$ cat src/rtl/uart_rx_cfg.sv
// Configurable UART receiver: internal oversample tick, two-flop rxd synchroniser,
// mid-bit sampling, optional parity and one or two stop bits with error flags.
module uart_rx_cfg #(
    parameter int DATA_BITS  = 8,
    parameter int OVERSAMPLE = 16,
    parameter int BAUD_DIV   = 326,
    parameter int PARITY     = 0,
    parameter int STOP_BITS  = 1
) (
    input  logic                 clk,
    input  logic                 rst,
    input  logic                 rxd,
    output logic                 tick,
    output logic                 busy,
    output logic [DATA_BITS-1:0] data_out,
    output logic                 rxd_done,
    output logic                 parity_err,
    output logic                 frame_err
);

    localparam int DW = $clog2(BAUD_DIV);
    localparam int SW = $clog2(OVERSAMPLE);
    localparam int NW = (DATA_BITS > 2) ? $clog2(DATA_BITS) : 1;

    localparam logic [DW-1:0] DIV_LAST  = DW'(BAUD_DIV - 1);
    localparam logic [SW-1:0] S_LAST    = SW'(OVERSAMPLE - 1);
    localparam logic [SW-1:0] S_HALF    = SW'(OVERSAMPLE / 2 - 1);
    localparam logic [NW-1:0] N_LAST    = NW'(DATA_BITS - 1);
    localparam logic          STOP_LAST = 1'(STOP_BITS - 1);

    typedef enum logic [2:0] {
        S_IDLE,
        S_START,
        S_DATA,
        S_PARITY,
        S_STOP
    } state_t;

    state_t               r_state,   w_stateNext;
    logic [DW-1:0]        r_divCnt;
    logic                 r_sync1,   r_sync2;
    logic                 w_rxdS;
    logic                 w_tick;
    logic [SW-1:0]        r_sCnt,    w_sCntNext;
    logic [NW-1:0]        r_n,       w_nNext;
    logic                 r_stopCnt, w_stopCntNext;
    logic [DATA_BITS-1:0] r_shreg,   w_shregNext;
    logic                 r_parBit,  w_parBitNext;
    logic                 r_ferr,    w_ferrNext;
    logic                 r_armed,   w_armedNext;
    logic                 w_finish;
    logic                 w_parExp;
    logic [DATA_BITS-1:0] r_dataOut;
    logic                 r_done,    r_parErr,  r_frameErr;

    assign w_rxdS = r_sync2;
    assign w_tick = (r_divCnt == DIV_LAST);

    always_ff @(posedge clk or negedge rst) begin
        if (!rst) begin
            r_divCnt <= '0;
            r_sync1  <= 1'b1;
            r_sync2  <= 1'b1;
        end else begin
            r_divCnt <= w_tick ? '0 : r_divCnt + 1'b1;
            r_sync1  <= rxd;
            r_sync2  <= r_sync1;
        end
    end

    // r_armed blocks a new start until the line has been seen high after a completion,
    // so a held-low break produces exactly one errored frame.
    always_comb begin
        w_stateNext   = r_state;
        w_sCntNext    = r_sCnt;
        w_nNext       = r_n;
        w_stopCntNext = r_stopCnt;
        w_shregNext   = r_shreg;
        w_parBitNext  = r_parBit;
        w_ferrNext    = r_ferr;
        w_armedNext   = r_armed | w_rxdS;
        w_finish      = 1'b0;
        if (w_tick) begin
            case (r_state)
                S_IDLE: begin
                    if (!w_rxdS && r_armed) begin
                        w_stateNext = S_START;
                        w_sCntNext  = '0;
                        w_ferrNext  = 1'b0;
                    end
                end
                S_START: begin
                    if (r_sCnt == S_HALF) begin
                        if (!w_rxdS) begin
                            w_stateNext = S_DATA;
                            w_sCntNext  = '0;
                            w_nNext     = '0;
                        end else begin
                            w_stateNext = S_IDLE;
                        end
                    end else begin
                        w_sCntNext = r_sCnt + 1'b1;
                    end
                end
                S_DATA: begin
                    if (r_sCnt == S_LAST) begin
                        w_shregNext = {w_rxdS, r_shreg[DATA_BITS-1:1]};
                        w_sCntNext  = '0;
                        if (r_n == N_LAST) begin
                            w_stateNext   = (PARITY != 0) ? S_PARITY : S_STOP;
                            w_stopCntNext = 1'b0;
                        end else begin
                            w_nNext = r_n + 1'b1;
                        end
                    end else begin
                        w_sCntNext = r_sCnt + 1'b1;
                    end
                end
                S_PARITY: begin
                    if (r_sCnt == S_LAST) begin
                        w_parBitNext  = w_rxdS;
                        w_sCntNext    = '0;
                        w_stopCntNext = 1'b0;
                        w_stateNext   = S_STOP;
                    end else begin
                        w_sCntNext = r_sCnt + 1'b1;
                    end
                end
                S_STOP: begin
                    if (r_sCnt == S_LAST) begin
                        w_sCntNext = '0;
                        if (!w_rxdS) begin
                            w_ferrNext = 1'b1;
                        end
                        if (r_stopCnt == STOP_LAST) begin
                            w_stateNext = S_IDLE;
                            w_finish    = 1'b1;
                            w_armedNext = w_rxdS;
                        end else begin
                            w_stopCntNext = r_stopCnt + 1'b1;
                        end
                    end else begin
                        w_sCntNext = r_sCnt + 1'b1;
                    end
                end
                default: w_stateNext = S_IDLE;
            endcase
        end
    end

    always_ff @(posedge clk or negedge rst) begin
        if (!rst) begin
            r_state   <= S_IDLE;
            r_sCnt    <= '0;
            r_n       <= '0;
            r_stopCnt <= 1'b0;
            r_shreg   <= '0;
            r_parBit  <= 1'b0;
            r_ferr    <= 1'b0;
            r_armed   <= 1'b1;
        end else begin
            r_state   <= w_stateNext;
            r_sCnt    <= w_sCntNext;
            r_n       <= w_nNext;
            r_stopCnt <= w_stopCntNext;
            r_shreg   <= w_shregNext;
            r_parBit  <= w_parBitNext;
            r_ferr    <= w_ferrNext;
            r_armed   <= w_armedNext;
        end
    end

    assign w_parExp = (PARITY == 2) ? ~(^r_shreg) : (^r_shreg);

    // Completion outputs land one cycle after the final stop-sample tick and hold.
    always_ff @(posedge clk or negedge rst) begin
        if (!rst) begin
            r_done     <= 1'b0;
            r_dataOut  <= '0;
            r_parErr   <= 1'b0;
            r_frameErr <= 1'b0;
        end else begin
            r_done <= w_finish;
            if (w_finish) begin
                r_dataOut  <= r_shreg;
                r_frameErr <= w_ferrNext;
                r_parErr   <= (PARITY != 0) && (r_parBit != w_parExp);
            end
        end
    end

    assign tick       = w_tick;
    assign busy       = (r_state != S_IDLE);
    assign data_out   = r_dataOut;
    assign rxd_done   = r_done;
    assign parity_err = r_parErr;
    assign frame_err  = r_frameErr;

endmodule

$ cat config.mk
export PLATFORM = sky130hd
export DESIGN_NAME = uart_rx_cfg
export DESIGN_NICKNAME = d
export VERILOG_FILES = /design/src/rtl/uart_rx_cfg.sv
export SDC_FILE = /design/constraint.sdc
export NUM_CORES = 1
export LEC_CHECK = 0
export BUFFER_PORTS_ARGS = -buffer_cell sky130_fd_sc_hd__buf_2
export CAP_MARGIN = 25
export CORE_MARGIN = 2
export CORE_UTILIZATION = 35
export CTS_BUF_LIST = sky130_fd_sc_hd__clkbuf_4
export DETAILED_ROUTE_END_ITERATION = 16
export GPL_TIMING_DRIVEN = 0
export PLACE_DENSITY = 0.59
export SLEW_MARGIN = 20
export SYNTH_ARGS = -nofsm -noshare
export SYNTH_HDL_FRONTEND = slang
export SYNTH_SLANG_ARGS = --single-unit
$ cat constraint.sdc
create_clock -name clk -period 5.4 [get_ports clk]
set_input_delay 0.54 -clock clk [delete_from_list [all_inputs] [get_ports clk]]
set_output_delay 0.54 -clock clk [all_outputs]
set_load 0.01 [all_outputs]
==> results by group <==
Synth
  – Sequential-to-total area share from yosys stat: 53.3%
  – Main flop type after synthesis: dfrtp_1
  – Largest cells by area after synthesis: dfrtp_1 (49%), mux2_2 (10%), dfstp_2 (4.1%)
  – Avg Cell Area, Syn: 11.9 um2
  – Syn nets: 170
  – Most frequent cells after synthesis: dfrtp_1 (38), mux2_2 (18), nor2_1 (10)
  – Xor/xnor cell area share of the yosys netlist: 2.72%
  – Yosys warnings: 0
  – Number of synthesized flops with an enable pin: 0
  – Post-synth ARST share: 100%
  – Cell with the most instances after synthesis: dfrtp_1
  – Adder-cell share of the synthesized area: 3.24%
  – Post-synth cell types: 43
  – Syn Inst Count: 162
  – Synth Area in Compound Gates: 8.61%
  – Top-area cell type share of the netlist area: 49.2%
  – Mux contribution to synthesized area: 12.0%
  – Yosys top cell by area: dfrtp_1
  – Register bit total from synthesis: 41
  – Post-Syn Area: 1930 um2
  – Largest family of logic cells by synthesized area: simple AND/OR/NAND/NOR gates
  – Synth Area in Simple Gates: 16.8%

Floorplanning
  – Initial core utilization: 35.7%
  – Rows: 27
  – Die Span X: 78.3 um
  – Height of the die: 78.3 um
  – Die Footprint: 6130 um2
  – Io pins: 16
  – Core ar.: 5410 um2

Placement
  – DP HPWL: 2.31 mm
  – GPL Wtd Cong: 0.759
  – Port bufs: 14

Global route
  – Met3 Usage GRT: 3.33%
  – Largest net degree at the start of global routing: 42
  – GR met2 Demand/Resource: 16.9%
  – Initial antenna violation count: 0
  – Overflow after GRT: 0
  – Met1 track demand over resource: 17.4%
  – Vias in the first global route: 1208
  – GRT Max-Usage Layer: met1
  – First-pass GRT wire length: 5.78 mm
  – Tot GR Track Use: 11.9%

Worst setup path
  – CP endpoint kind: output port
  – Worst path slowest cell: dfrtp_1
  – Data arrival, critical path: 1.83 ns
  – Worst path cell trace: nor4b_4 > and3_1 > buf_2 > buf_2
  – Critical path class: register to output port
  – Largest stage delay, worst path: 0.46 ns
  – Most frequent CP cell: buf_2
  – Critical Path Source Type: register
  – Critical path peak fanout: 10
  – Required time of the critical path: 4.86 ns

Final layout
  – Final-layout fill cell count: 549
  – Area of the multi-input gates: 843 um2
  – Share of cells above drive strength 1: 31.9%
  – Area delta synth->final: 13.7%
  – Post-layout util: 40.6%
  – Layout net count: 192
  – Register Area: 1030 um2
  – Antenna cell count: 0

Clock network
  – Worst-path clk slew: 0.13 ns
  – Post-CTS Resized: 0
  – CTS Hold Bufs: 0
  – Clock root cell: clkbuf_4
  – CTS sink count: 41
  – CTS tree: yes
  – Max Buffers Root-to-Sink: 2
  – Post-CTS Setup Inserts: 0
  – Worst skew pair latency: 0.34 ns
  – CTS buffer count: 5
  – H-tree levels: 2

STA
  – Final Max Slew Viols: 0
  – Worst Clk Skew: 0.0130 ns
  – RSZ-0062 raised after global routing: false
  – Tcrit/Tclk final: 44.0%
  – Hold Violations, Final: 0
  – Shortest period the worst path allows: 2.37 ns
  – Max Freq: 421 MHz
  – Count of final setup violators: 0
  – Setup TNS after final layout: 0 ns

Flow run
  – Number of max-cap violations: 0

Routing
  – Antenna Nets Post-Route: 0
  – DRT iter0 DRCs: 61
  – DR vias/cell: 4.77
  – Total wire length: 3.31 mm
  – Drt pass-1 iters: 4
  – DR DRC count: 0
  – Vias: 1226
  – DR WL/cell: 12.9 um

Power and ir drop
  – LEAKAGE: 1.07 nW
  – Worst vdd ir: 0.130 mV
  – Total Power: 0.523 mW
  – Pwr/cell area: 238 nW/um2

Run status
  – Status: finished clean

Worst hold path
  – Hold/Removal Path Class: input port to async pin
-- per-stage QoR --
stage / area, um2 / setup WS, ns / hold slack (ns) / instances
2_1_floorplan: 1930 / 3.57 / 0.244 / 162
3_3_place_gp: 2090 / 3.38 / 0.347 / 248
3_5_place_dp: 2090 / 3.34 / 0.349 / 248
4_1_cts: 2180 / 3.00 / 0.256 / 256
5_1_grt: 2200 / 2.86 / 0.0271 / 257
6_report: 2200 / 3.03 / 0.0484 / 257
-- power by group --
part	internal [mW]	switching (mW)	total [mW]
Clock	0.104	0.101	0.205
Combinational	0.00279	0.00682	0.00961
Sequential	0.308	0.000718	0.309
Total	0.415	0.109	0.523
-- cell families (layout without fill, tap and decap cells) --
kind of cell,Yosys count,count (layout)
XOR/XNOR,6,6
flip-flops,41,41
multiplexers,20,20
AO/OA/AOI/OAI,23,23
buffers and inverters,13,36
other,1,1
adder cells (fa/ha/maj),5,5
AND/OR/NAND/NOR,53,53
-- layer usage --
metal | wire (um) | vias up
met3 | 115 | 2
met5 | 0 | -
met1 | 1780 | 583
li1 | - | 620
met2 | 1400 | 21
met4 | 23 | 0
-- cell type report --
class / instances / share of cell area (%)
Sequential cell: 41 / 46.9
Multi-Input combinational cell: 108 / 38.4
Timing Repair Buffer: 15 / 4.10
Tap cell: 72 / 4.10
Clock buffer: 6 / 2.05
Clock inverter: 2 / 1.77
Buffer: 6 / 1.48
Inverter: 7 / 1.20
-- registers in the layout (all words and copies together), names as in the netlist, 3 cells and up --
name,cells
data_out,8
r_sCnt,4
r_divCnt,9
r_state,3
r_shreg,8
r_n,3
-- final timing paths --
check                      slack [ns]             startpoint  depth (start not counted)                      end
max in group asynchronous        4.84                    rst                          2        r_armed$_DFF_PN1_
setup reg to reg                 3.32  r_sCnt[1]$_DFFE_PN0P_                          6  data_out[1]$_DFFE_PN0P_
hold / removal                   0.05                    rst                          1    r_sCnt[2]$_DFFE_PN0P_
setup / recovery                 3.03  r_divCnt[3]$_DFF_PN0_                          4                     tick
hold reg to reg                  0.37      r_sync1$_DFF_PN1_                          0        r_sync2$_DFF_PN1_
min in group clk                 0.28                    rxd                          1        r_sync1$_DFF_PN1_
-- worst max-delay path: cells and delay by family, from the launching register on --
| family | cells | cell delay [ns] |
|---|---|---|
| buffers and inverters | 2 | 0.37 |
| DFF | 1 | 0.46 |
| and+or+nand+nor | 2 | 0.65 |
-- cells in the final DEF (no fill, tap or decap), drive strengths merged, types with 5 or more instances in the layout --
cell type,n
clkbuf,6
nor2,11
inv,7
mux2,20
o21ai,7
ha,5
and3,6
dfrtp,38
nand2,7
buf,21
nand3,8
Note: power is estimated with default switching activity, not from simulation.
